**src/rtl/ras_resolver_pkg.sv**
```systemverilog
// ---------------------------------------------------------------------------
// ras_resolver_pkg
// Shared widths, the checkpoint entry type and small helpers for the
// return-address-stack resolver and its checkpoint FIFO.
//   XLEN           : PC / target width
//   RAS_PTR_WIDTH  : RAS stack-pointer width
//   CKPT_DEPTH     : number of in-flight predicted returns (power of 2)
//   CKPT_PTR_WIDTH : FIFO pointer width, one extra bit to tell full from empty
//   CNT_WIDTH      : saturating statistic counter width
// ---------------------------------------------------------------------------
package ras_resolver_pkg;

  localparam int XLEN           = 32;
  localparam int RAS_PTR_WIDTH  = 3;
  localparam int CKPT_DEPTH     = 4;
  localparam int CKPT_PTR_WIDTH = $clog2(CKPT_DEPTH) + 1;
  localparam int CNT_WIDTH      = 16;

  // One in-flight prediction: what fetch guessed and where the RAS pointer
  // stood before the pop, so it can be rolled back on a wrong guess.
  typedef struct packed {
    logic [XLEN-1:0]          target;
    logic [RAS_PTR_WIDTH-1:0] sp;
  } ckpt_entry_t;

  // Outcome of a resolve request in the current cycle.
  typedef enum logic [1:0] {
    RES_NONE,
    RES_HIT,
    RES_MISS,
    RES_ORPHAN
  } res_kind_t;

  // Counter increment that sticks at all-ones instead of wrapping.
  function automatic logic [CNT_WIDTH-1:0] sat_inc(input logic [CNT_WIDTH-1:0] value);
    return (&value) ? value : value + 1'b1;
  endfunction

  // Stack pointer the RAS holds after popping from a checkpointed pointer;
  // a checkpoint of zero stays at zero rather than wrapping.
  function automatic logic [RAS_PTR_WIDTH-1:0] post_pop_sp(input logic [RAS_PTR_WIDTH-1:0] sp);
    return (sp == '0) ? '0 : sp - 1'b1;
  endfunction

endpackage

```
**src/rtl/ras_resolver_if.sv**
```systemverilog
// ---------------------------------------------------------------------------
// ras_resolver_if
// Bundle between fetch/EX (master side) and the resolver (slave side).
//   alloc_valid/alloc_target/alloc_sp/alloc_ready : fetch records a prediction
//   res_valid/res_target                          : EX resolves the oldest one
//   mispredict/redirect_pc                        : fetch redirect request
//   restore_en/restore_sp                         : RAS pointer rollback
//   orphan_err                                    : resolve with nothing in flight
//   hit_count/miss_count                          : saturating statistics
// ---------------------------------------------------------------------------
interface ras_resolver_if;
  import ras_resolver_pkg::*;

  logic                     alloc_valid;
  logic [XLEN-1:0]          alloc_target;
  logic [RAS_PTR_WIDTH-1:0] alloc_sp;
  logic                     alloc_ready;
  logic                     res_valid;
  logic [XLEN-1:0]          res_target;
  logic                     mispredict;
  logic [XLEN-1:0]          redirect_pc;
  logic                     restore_en;
  logic [RAS_PTR_WIDTH-1:0] restore_sp;
  logic                     orphan_err;
  logic [CNT_WIDTH-1:0]     hit_count;
  logic [CNT_WIDTH-1:0]     miss_count;

  modport master (
    output alloc_valid, alloc_target, alloc_sp, res_valid, res_target,
    input  alloc_ready, mispredict, redirect_pc, restore_en, restore_sp,
           orphan_err, hit_count, miss_count
  );

  modport slave (
    input  alloc_valid, alloc_target, alloc_sp, res_valid, res_target,
    output alloc_ready, mispredict, redirect_pc, restore_en, restore_sp,
           orphan_err, hit_count, miss_count
  );

endinterface

```
**src/rtl/ras_resolver_ckpt_fifo.sv**
```systemverilog
// ---------------------------------------------------------------------------
// ras_resolver_ckpt_fifo
// Synchronous circular FIFO of in-flight return predictions (the checkpoint
// FIFO). Pointers carry one extra wrap bit; clear empties it in one edge.
// The caller only pushes when there is room and only pops when non-empty.
//   clk, reset   : clock, synchronous active-low reset
//   i_clear      : drop every entry (wins over push/pop)
//   i_push       : write i_push_data at the tail
//   i_pop        : retire the head
//   o_head       : oldest entry
//   o_full/o_empty/o_count : occupancy
// ---------------------------------------------------------------------------
module ras_resolver_ckpt_fifo
  import ras_resolver_pkg::*;
(
  input  logic                      clk,
  input  logic                      reset,
  input  logic                      i_clear,
  input  logic                      i_push,
  input  ckpt_entry_t               i_push_data,
  input  logic                      i_pop,
  output ckpt_entry_t               o_head,
  output logic                      o_full,
  output logic                      o_empty,
  output logic [CKPT_PTR_WIDTH-1:0] o_count
);

  localparam int IDX_W = CKPT_PTR_WIDTH - 1;

  ckpt_entry_t               r_mem [CKPT_DEPTH];
  logic [CKPT_PTR_WIDTH-1:0] r_wrPtr;
  logic [CKPT_PTR_WIDTH-1:0] r_rdPtr;

  // Full when the wrap bits differ but the slot indices coincide.
  assign o_full  = (r_wrPtr[IDX_W] != r_rdPtr[IDX_W]) &&
                   (r_wrPtr[IDX_W-1:0] == r_rdPtr[IDX_W-1:0]);
  assign o_empty = (r_wrPtr == r_rdPtr);
  assign o_count = r_wrPtr - r_rdPtr;
  assign o_head  = r_mem[r_rdPtr[IDX_W-1:0]];

  // Pointer bookkeeping; wrap is plain modulo arithmetic on the extra bit.
  always_ff @(posedge clk) begin
    if (!reset) begin
      r_wrPtr <= '0;
      r_rdPtr <= '0;
    end else if (i_clear) begin
      r_wrPtr <= '0;
      r_rdPtr <= '0;
    end else begin
      if (i_push) r_wrPtr <= r_wrPtr + 1'b1;
      if (i_pop)  r_rdPtr <= r_rdPtr + 1'b1;
    end
  end

  // Entry storage needs no reset: the pointers decide what is valid.
  always_ff @(posedge clk) begin
    if (i_push) r_mem[r_wrPtr[IDX_W-1:0]] <= i_push_data;
  end

endmodule

```
**src/rtl/ras_resolver.sv**
```systemverilog
// ---------------------------------------------------------------------------
// ras_resolver
// Tracks every RAS-predicted return between fetch and EX, checks the
// prediction when EX resolves it, and on a wrong target asks fetch to
// redirect and the RAS to roll its stack pointer back.
//   clk    : clock, rising edge
//   reset  : synchronous, active-low
//   flush  : pipeline flush, discards all in-flight predictions
//   bus    : ras_resolver_if.slave (allocate, resolve, redirect, restore,
//            orphan error and statistics)
// All outputs are registered (one cycle after res_valid) except alloc_ready.
// ---------------------------------------------------------------------------
module ras_resolver
  import ras_resolver_pkg::*;
(
  input  logic           clk,
  input  logic           reset,
  input  logic           flush,
  ras_resolver_if.slave  bus
);

  ckpt_entry_t               w_head;
  ckpt_entry_t               w_pushData;
  logic                      w_full;
  logic                      w_empty;
  logic [CKPT_PTR_WIDTH-1:0] w_count;
  res_kind_t                 w_resKind;
  logic                      w_clear;
  logic                      w_pop;
  logic                      w_room;
  logic                      w_push;

  logic                      r_mispredict;
  logic [XLEN-1:0]           r_redirectPc;
  logic                      r_restoreEn;
  logic [RAS_PTR_WIDTH-1:0]  r_restoreSp;
  logic                      r_orphanErr;
  logic [CNT_WIDTH-1:0]      r_hitCount;
  logic [CNT_WIDTH-1:0]      r_missCount;

  // Classify this cycle's resolve against the oldest prediction.
  always_comb begin
    w_resKind = RES_NONE;
    if (bus.res_valid) begin
      if (w_empty)
        w_resKind = RES_ORPHAN;
      else if (bus.res_target == w_head.target)
        w_resKind = RES_HIT;
      else
        w_resKind = RES_MISS;
    end
  end

  // A miss makes every younger prediction wrong-path, so it empties the
  // FIFO exactly like a flush, including any allocation in the same cycle.
  assign w_clear = flush || (w_resKind == RES_MISS);
  assign w_pop   = (w_resKind == RES_HIT) && !flush;

  // A slot is available if we are below capacity or the head leaves on
  // this edge, which keeps alloc+resolve legal while full.
  assign w_room  = (w_count != CKPT_PTR_WIDTH'(CKPT_DEPTH)) || w_pop;
  assign w_push  = bus.alloc_valid && w_room && !w_clear;

  assign w_pushData.target = bus.alloc_target;
  assign w_pushData.sp     = bus.alloc_sp;

  ras_resolver_ckpt_fifo u_ckptFifo (
    .clk         (clk),
    .reset       (reset),
    .i_clear     (w_clear),
    .i_push      (w_push),
    .i_push_data (w_pushData),
    .i_pop       (w_pop),
    .o_head      (w_head),
    .o_full      (w_full),
    .o_empty     (w_empty),
    .o_count     (w_count)
  );

  // Pulses default low every cycle so none can stretch; redirect_pc and
  // restore_sp hold their last value between mispredicts. A flush
  // suppresses anything resolved in the same cycle but leaves counters.
  always_ff @(posedge clk) begin
    if (!reset) begin
      r_mispredict <= 1'b0;
      r_redirectPc <= '0;
      r_restoreEn  <= 1'b0;
      r_restoreSp  <= '0;
      r_orphanErr  <= 1'b0;
      r_hitCount   <= '0;
      r_missCount  <= '0;
    end else begin
      r_mispredict <= 1'b0;
      r_restoreEn  <= 1'b0;
      r_orphanErr  <= 1'b0;
      if (!flush) begin
        case (w_resKind)
          RES_HIT: begin
            r_hitCount <= sat_inc(r_hitCount);
          end
          RES_MISS: begin
            r_mispredict <= 1'b1;
            r_redirectPc <= bus.res_target;
            r_restoreEn  <= 1'b1;
            r_restoreSp  <= post_pop_sp(w_head.sp);
            r_missCount  <= sat_inc(r_missCount);
          end
          RES_ORPHAN: begin
            r_orphanErr <= 1'b1;
          end
          default: begin
          end
        endcase
      end
    end
  end

  assign bus.alloc_ready = !w_full;
  assign bus.mispredict  = r_mispredict;
  assign bus.redirect_pc = r_redirectPc;
  assign bus.restore_en  = r_restoreEn;
  assign bus.restore_sp  = r_restoreSp;
  assign bus.orphan_err  = r_orphanErr;
  assign bus.hit_count   = r_hitCount;
  assign bus.miss_count  = r_missCount;

endmodule

```
**src/flat_wrapper.sv**
```systemverilog
// flat-port wrapper written by rule: the top's interface ports become plain ports
module ras_resolver_flat import ras_resolver_pkg::*;
  (clk, reset, flush, bus_alloc_valid, bus_alloc_target, bus_alloc_sp, bus_res_valid, bus_res_target, bus_alloc_ready, bus_mispredict, bus_redirect_pc, bus_restore_en, bus_restore_sp, bus_orphan_err, bus_hit_count, bus_miss_count);
  ras_resolver_if bus_i ();
  input  logic clk;
  input  logic reset;
  input  logic flush;
  input wire logic [$bits(bus_i.alloc_valid)-1:0] bus_alloc_valid;
  input wire logic [$bits(bus_i.alloc_target)-1:0] bus_alloc_target;
  input wire logic [$bits(bus_i.alloc_sp)-1:0] bus_alloc_sp;
  input wire logic [$bits(bus_i.res_valid)-1:0] bus_res_valid;
  input wire logic [$bits(bus_i.res_target)-1:0] bus_res_target;
  output wire logic [$bits(bus_i.alloc_ready)-1:0] bus_alloc_ready;
  output wire logic [$bits(bus_i.mispredict)-1:0] bus_mispredict;
  output wire logic [$bits(bus_i.redirect_pc)-1:0] bus_redirect_pc;
  output wire logic [$bits(bus_i.restore_en)-1:0] bus_restore_en;
  output wire logic [$bits(bus_i.restore_sp)-1:0] bus_restore_sp;
  output wire logic [$bits(bus_i.orphan_err)-1:0] bus_orphan_err;
  output wire logic [$bits(bus_i.hit_count)-1:0] bus_hit_count;
  output wire logic [$bits(bus_i.miss_count)-1:0] bus_miss_count;
  assign bus_i.alloc_valid = bus_alloc_valid;
  assign bus_i.alloc_target = bus_alloc_target;
  assign bus_i.alloc_sp = bus_alloc_sp;
  assign bus_i.res_valid = bus_res_valid;
  assign bus_i.res_target = bus_res_target;
  assign bus_alloc_ready = bus_i.alloc_ready;
  assign bus_mispredict = bus_i.mispredict;
  assign bus_redirect_pc = bus_i.redirect_pc;
  assign bus_restore_en = bus_i.restore_en;
  assign bus_restore_sp = bus_i.restore_sp;
  assign bus_orphan_err = bus_i.orphan_err;
  assign bus_hit_count = bus_i.hit_count;
  assign bus_miss_count = bus_i.miss_count;
  ras_resolver u_core (.clk(clk), .reset(reset), .flush(flush), .bus(bus_i));
endmodule
```
**config.mk**
```make
export PLATFORM = sky130hd
export DESIGN_NAME = ras_resolver_flat
export DESIGN_NICKNAME = d
export VERILOG_FILES = /design/src/rtl/ras_resolver_pkg.sv /design/src/rtl/ras_resolver_if.sv /design/src/rtl/ras_resolver_ckpt_fifo.sv /design/src/rtl/ras_resolver.sv /design/src/flat_wrapper.sv
export SDC_FILE = /design/constraint.sdc
export NUM_CORES = 1
export LEC_CHECK = 0
export CAP_MARGIN = 30
export CORE_MARGIN = 1
export CORE_UTILIZATION = 58
export DETAILED_ROUTE_END_ITERATION = 8
export GPL_ROUTABILITY_DRIVEN = 0
export GPL_TIMING_DRIVEN = 0
export HOLD_SLACK_MARGIN = 0.08
export PLACE_DENSITY = 0.92
export SYNTH_ARGS = -nofsm -noshare
export SYNTH_HDL_FRONTEND = slang
export SYNTH_SLANG_ARGS = --single-unit
```
**constraint.sdc**
```tcl
create_clock -name clk -period 11.05 [get_ports clk]
set_input_delay 2.21 -clock clk [delete_from_list [all_inputs] [get_ports clk]]
set_output_delay 2.21 -clock clk [all_outputs]
set_load 0.005 [all_outputs]
```
After elaboration in Yosys (flattened, before gate mapping)
Memory sizes are Yosys's and may differ from the RTL's. A register that Yosys moved wholly into a read port is not among the register bits.
Cells that the tools add are included.
{ "word_totals": {"regBits": 75, "ramBits": 140, "in_bits": 72, "output_inout_bits": 71, "word_cells": 54, "memories": 1} }
{ "op_classes": {"addsub": 6, "n_eq_ne": 8, "mux": 10, "n_bitwise": 4, "n_reduce_logical": 17} }
{ "memory_table": {"columns": ["memory", "words", "word_bits", "read_ports", "rd_clocked_by_memory_dff", "write_ports", "line_no", "text"], "rows": [
  ["u_core.u_ckptFifo.r_mem", 4, 35, 1, 1, 1, "ras_resolver_ckpt_fifo.sv:30", "ckpt_entry_t r_mem [CKPT_DEPTH];"]
]} }
{ "op_table": {"columns": ["cell", "count"], "rows": [
  ["16-bit by 1-bit adder with 16-bit output, second input constant", 2],
  ["32-bit == test", 1],
  ["16-bit AND reduction", 2],
  ["2-bit 2-to-1 mux", 5],
  ["3-bit by 1-bit adder with 3-bit output, second input constant", 2],
  ["3-bit AND reduction", 2],
  ["2-bit == test, second input constant", 2],
  ["1-bit logical AND", 4],
  ["1-bit 2-to-1 mux", 4],
  ["1-bit NOT", 4],
  ["2-bit OR reduction", 2],
  ["3-bit == test", 1],
  ["1-bit zero test", 3],
  ["3-bit zero test", 1],
  ["3-bit 2-to-1 mux", 1],
  ["3-bit != test, second input constant", 1],
  ["3-bit by 1-bit subtractor with 3-bit output, second input constant", 1],
  ["3-bit subtractor", 1],
  ["2-bit by 1-bit == test with 1-bit output, second input constant", 1],
  ["2-bit == test", 1],
  ["1-bit logical OR", 2],
  ["2-bit AND reduction", 1],
  ["1-bit != test", 1]
]} }

Logic depth before layout (Yosys ltp)
{ "depth": {"depth_word": 11, "mapped_depth": 11, "depth_no_buf": 9} }

Hierarchy
A second synthesis with hierarchy kept.
{ "unflattened": {"hier_cells": 658, "hier_area_um2": 9062.4} }
{ "modules_own_cells": {"columns": ["module", "n_inst", "cells_each", "area_each_um2", "seq_area_each_um2"], "rows": [
  ["ras_resolver_ckpt_fifo", 1, 230, 5556.6, 4364.2],
  ["ras_resolver", 1, 428, 3505.9, 1381.3]
]} }

Worst setup path after synthesis
No wires, ideal clock.
{ "synth_timing": {"path_kind": "input -> register", "startpoint": "in bus_res_target[28]", "endpoint": "mem u_core.u_ckptFifo.r_mem[3][0] (netlist bit) (enable)", "t_arrival_ns": 5.878, "required_ns": 10.569, "path_slack_ns": 4.691, "path_stages": 6, "cell_sequence": "xnor2_1 -> nand4_1 -> nor4_1 -> nand2_1 -> clkbuf_1 -> a21boi_0"} }
{ "synth_between": {"elab_chain_cells": 11, "word_cells_on_any_way": 14, "cone_classes": "3 x eq/ne; 5 x mux; 6 x reduce/logical"} }
{ "synth_lines": {"columns": ["item", "line_no", "text"], "rows": [
  ["from (decl)", "flat_wrapper.sv:12", "input wire logic [$bits(bus_i.res_target)-1:0] bus_res_target;"],
  ["32-bit == test *", "ras_resolver.sv:47", "else if (bus.res_target == w_head.target)"],
  ["2-bit 2-to-1 mux *", "ras_resolver.sv:47", null],
  ["2-bit 2-to-1 mux *", "ras_resolver.sv:45", "if (w_empty)"],
  ["2-bit 2-to-1 mux *", "ras_resolver.sv:44", "if (bus.res_valid) begin"],
  ["2-bit by 1-bit == test with 1-bit output", "ras_resolver.sv:57", "assign w_pop = (w_resKind == RES_HIT) && !flush;"],
  ["1-bit logical AND", "ras_resolver.sv:57", null],
  ["1-bit logical OR", "ras_resolver.sv:61", "assign w_room = (w_count != CKPT_PTR_WIDTH'(CKPT_DEPTH)) || w_pop;"],
  ["1-bit logical AND", "ras_resolver.sv:62", "assign w_push = bus.alloc_valid && w_room && !w_clear;"],
  ["1-bit logical AND *", "ras_resolver.sv:62", null],
  ["1-bit 2-to-1 mux *", "ras_resolver_ckpt_fifo.sv:57", "if (i_push) r_mem[r_wrPtr[IDX_W-1:0]] <= i_push_data;"],
  ["1-bit 2-to-1 mux (implied by the code) *", "ras_resolver_ckpt_fifo.sv:57", null],
  ["to (decl)", "ras_resolver_ckpt_fifo.sv:30", null]
]} }
Every way passes the cells marked *; elsewhere a longest branch is shown, timed or not.

Worst setup path after layout
{ "layout_timing": {"startpoint": "in bus_res_target[14]", "endpoint": "mem u_core.u_ckptFifo.r_mem[2][16] (netlist bit) (enable)"} }
The elaborated chain is that of the path after synthesis.

==> results.tsv <==
metric	value	unit
final worst setup slack	5.80	ns
Die H	127	microns
relative max-transition margin	29.3	%
clk_lat worst skew	0.52	ns
Hold-fix buffers, CTS	0	
core footprint	0.0152	sq mm
f_max	191	MHz
dominant cell type by area after synthesis	edfxtp_1	
Worst Path Max Fanout	26	
Synthesis Warnings	0	
Num CTS Buffers	22	
Die X	127	microns
Filler cells	924	
CTS Sinks	217	
root buffer cell	clkbuf_16	
PwrDens	146	mW/mm^2
Hold Crit Class	flop to flop	
initial antenna violation count	0	
Remaining DRCs	0	
Pins Over Slew Limit	0	
minimum clock period	5.25	ns
slowest cell delay on critical path	0.88	ns
largest net degree at the start of global routing	36	
detailed-route via count	6515	
drt pass-1 iters	5	
Worst setup EP type	flop	
dominant cell by count in the synthesized netlist	edfxtp_1	
Async SR Flop Fraction	0	%
number of max-cap violations	0	
CTS max path bufs	3	
ys flop type	edfxtp_1	
WP data required	11.25	ns
DR iter-0 viols	744	
net count after synthesis	755	
RSZ-0062 raised after global routing	false	
Post-Synthesis Cells	672	
final WL	22800	microns
worst-path cell chain	clkdlybuf4s50_1 -> xnor2_1 -> nand4_1 -> nor4_1 -> nand2_1 -> clkbuf_1 -> a21oi_1 -> and2_2 -> buf_12	
H-tree Lvls	1	
flops & latches, synth	217	
Tightest Pin Transition	1.05	ns
WP buf/inv	3	
fin crit share	47.5	%
Starting Density	59.2	%
synth unique cells	48	
Die Area	0.0160	sq mm
Slowest-stage cell, CP	nor4_1	
post-route ant nets	0	
post-placement worst setup slack	5.06	ns
Worst path top cell family by delay	simple AND/OR/NAND/NOR gates	
Peak VDD IR	0.152	mV
Final nets	924	
Syn-to-layout area delta	26.9	%
main area contributors after synthesis	edfxtp_1 (47%), dfxtp_1 (17%), mux4_2 (8.5%), xnor2_1 (3.5%), nand2_1 (2.9%)	
status	complete, no violations	
gr ovfl total	0	
number of enable flip-flop cells after synthesis	140	
CTS resizes	0	
critical path class	input port to flop	
final core utilization	75.2	%
cell area after synthesis	0.00900	sq mm
DP Wirelength	15300	microns
# setup viols final	0	
reg2reg setup slack	6.21	ns
Seq/Total Area, Yosys	63.8	%
first-pass GRT wire length	34400	microns
Post-CTS Setup Repair Bufs	0	
setup TNS	0	ns
Commonest cells post-synth	edfxtp_1 (140), dfxtp_1 (77), nand2_1 (69)	
average vias per placed instance	6.23	
PortBufs	141	
# diodes	0	
vias in the first global route	6380	
Top-Level Pins	143	
syn avg cell area	13.4	sq um
layout cell share with drive strength beyond 1	9.80	%
CP startpoint kind	input port	
Pleak	3.68	nW
Worst Clk Skew	0.0232	ns
arrival time worst endpoint	5.45	ns
WL/cell	21.8	microns
CTS clock-pin slew for the worst setup and hold paths	0.06	ns
standard-cell rows	45	
top cell type's share of synthesized area	46.7	%
All-Layer GR Usage	28.7	%
Final Hold Viols	0	
CTS tree	yes	
[area by class of cell]
cell class / count / area, sq um / area share [%]
Sequential cell: 217 / 5750 / 50.3
Clock buffer: 30 / 591 / 5.17
Tap cell: 188 / 235 / 2.06
Inverter: 12 / 45.0 / 0.394
Buffer: 36 / 165 / 1.45
Clock inverter: 10 / 88.8 / 0.778
Multi-Input combinational cell: 407 / 3060 / 26.8
Timing Repair Buffer: 145 / 1490 / 13.1
[report_power, final]
part / switching (mW) / internal [mW]
sequential: 0.00332 / 0.873
clock: 0.306 / 0.400
combinational: 0.0457 / 0.0435
total: 0.355 / 1.32
[worst paths after layout]
kind              depth (start not counted)                                  endpoint                              startpoint
hold / removal                            2    u_core.bus.redirect_pc[0]$_SDFFE_PN0P_  u_core.bus.redirect_pc[0]$_SDFFE_PN0P_
setup / recovery                          9  u_core.u_ckptFifo.r_mem[2][16]$_DFFE_PP_                      bus_res_target[14]
hold reg to reg                           2    u_core.bus.redirect_pc[0]$_SDFFE_PN0P_  u_core.bus.redirect_pc[0]$_SDFFE_PN0P_
setup reg to reg                         11  u_core.u_ckptFifo.r_mem[2][16]$_DFFE_PP_                                    flop
[cell usage in the layout (no fill, tap or decap), types with 18 or more instances in the layout]
cell type	instances
edfxtp_1	140
mux2i_1	19
dfxtp_1	77
o21ai_0	42
nand2_1	69
clkdlybuf4s50_1	141
nand3_1	49
a21oi_1	18
clkbuf_16	22
mux4_2	34
nand2b_1	18
xnor2_1	36
clkbuf_1	28
[through the flow]
stage               instances  instance area, sq um  power (mW)  hold WS [ns]
floorplan                 672                  9000       0.927         0.452
global placement         1001                 10700       0.976         0.444
detailed placement       1004                 10700       0.980         0.453
CTS                      1044                 11400        1.67         0.462
global route             1045                 11400        1.71         0.484
finish                   1045                 11400        1.67         0.463
[tightest hold or removal path, stage by stage, from the launching register on]
cell     delay [ns]
dfxtp_1        0.31
nand2_1        0.05
o21ai_0        0.06
[registers in the layout, indices dropped and copies added, names as in the netlist, named ones only]
register                   count
u_core.u_ckptFifo.r_wrPtr      3
u_core.bus.hit_count          16
u_core.u_ckptFifo.r_mem      140
u_core.bus.orphan_err          1
u_core.u_ckptFifo.r_rdPtr      3
u_core.bus.miss_count         16
u_core.bus.restore_sp          3
u_core.bus.redirect_pc        32
u_core.bus.mispredict          1
[layer usage]
| metal | vias to the layer above | part of all wire [%] | track usage (%) |
|---|---|---|---|
| met3 | 43 | 9.2 | 5.02 |
| met2 | 369 | 50 | 48.6 |
| li1 | 2863 | - | - |
| met1 | 3240 | 39 | 36.8 |
| met5 | - | 0 | 0 |
| met4 | 0 | 2.4 | 12.0 |
[cell families after synthesis]
| group | Yosys count | share of synthesized area [%] |
|---|---|---|
| DFF | 217 | 63.8 |
| buffers and inverters | 48 | 2.33 |
| AOI/OAI and AO/OA | 78 | 4.93 |
| xor gates and xnor gates | 37 | 3.60 |
| muxes | 54 | 10.7 |
| adders and majority gates | 11 | 1.53 |
| and+or+nand+nor | 227 | 13.0 |
Power figures use the tool's default switching activity.
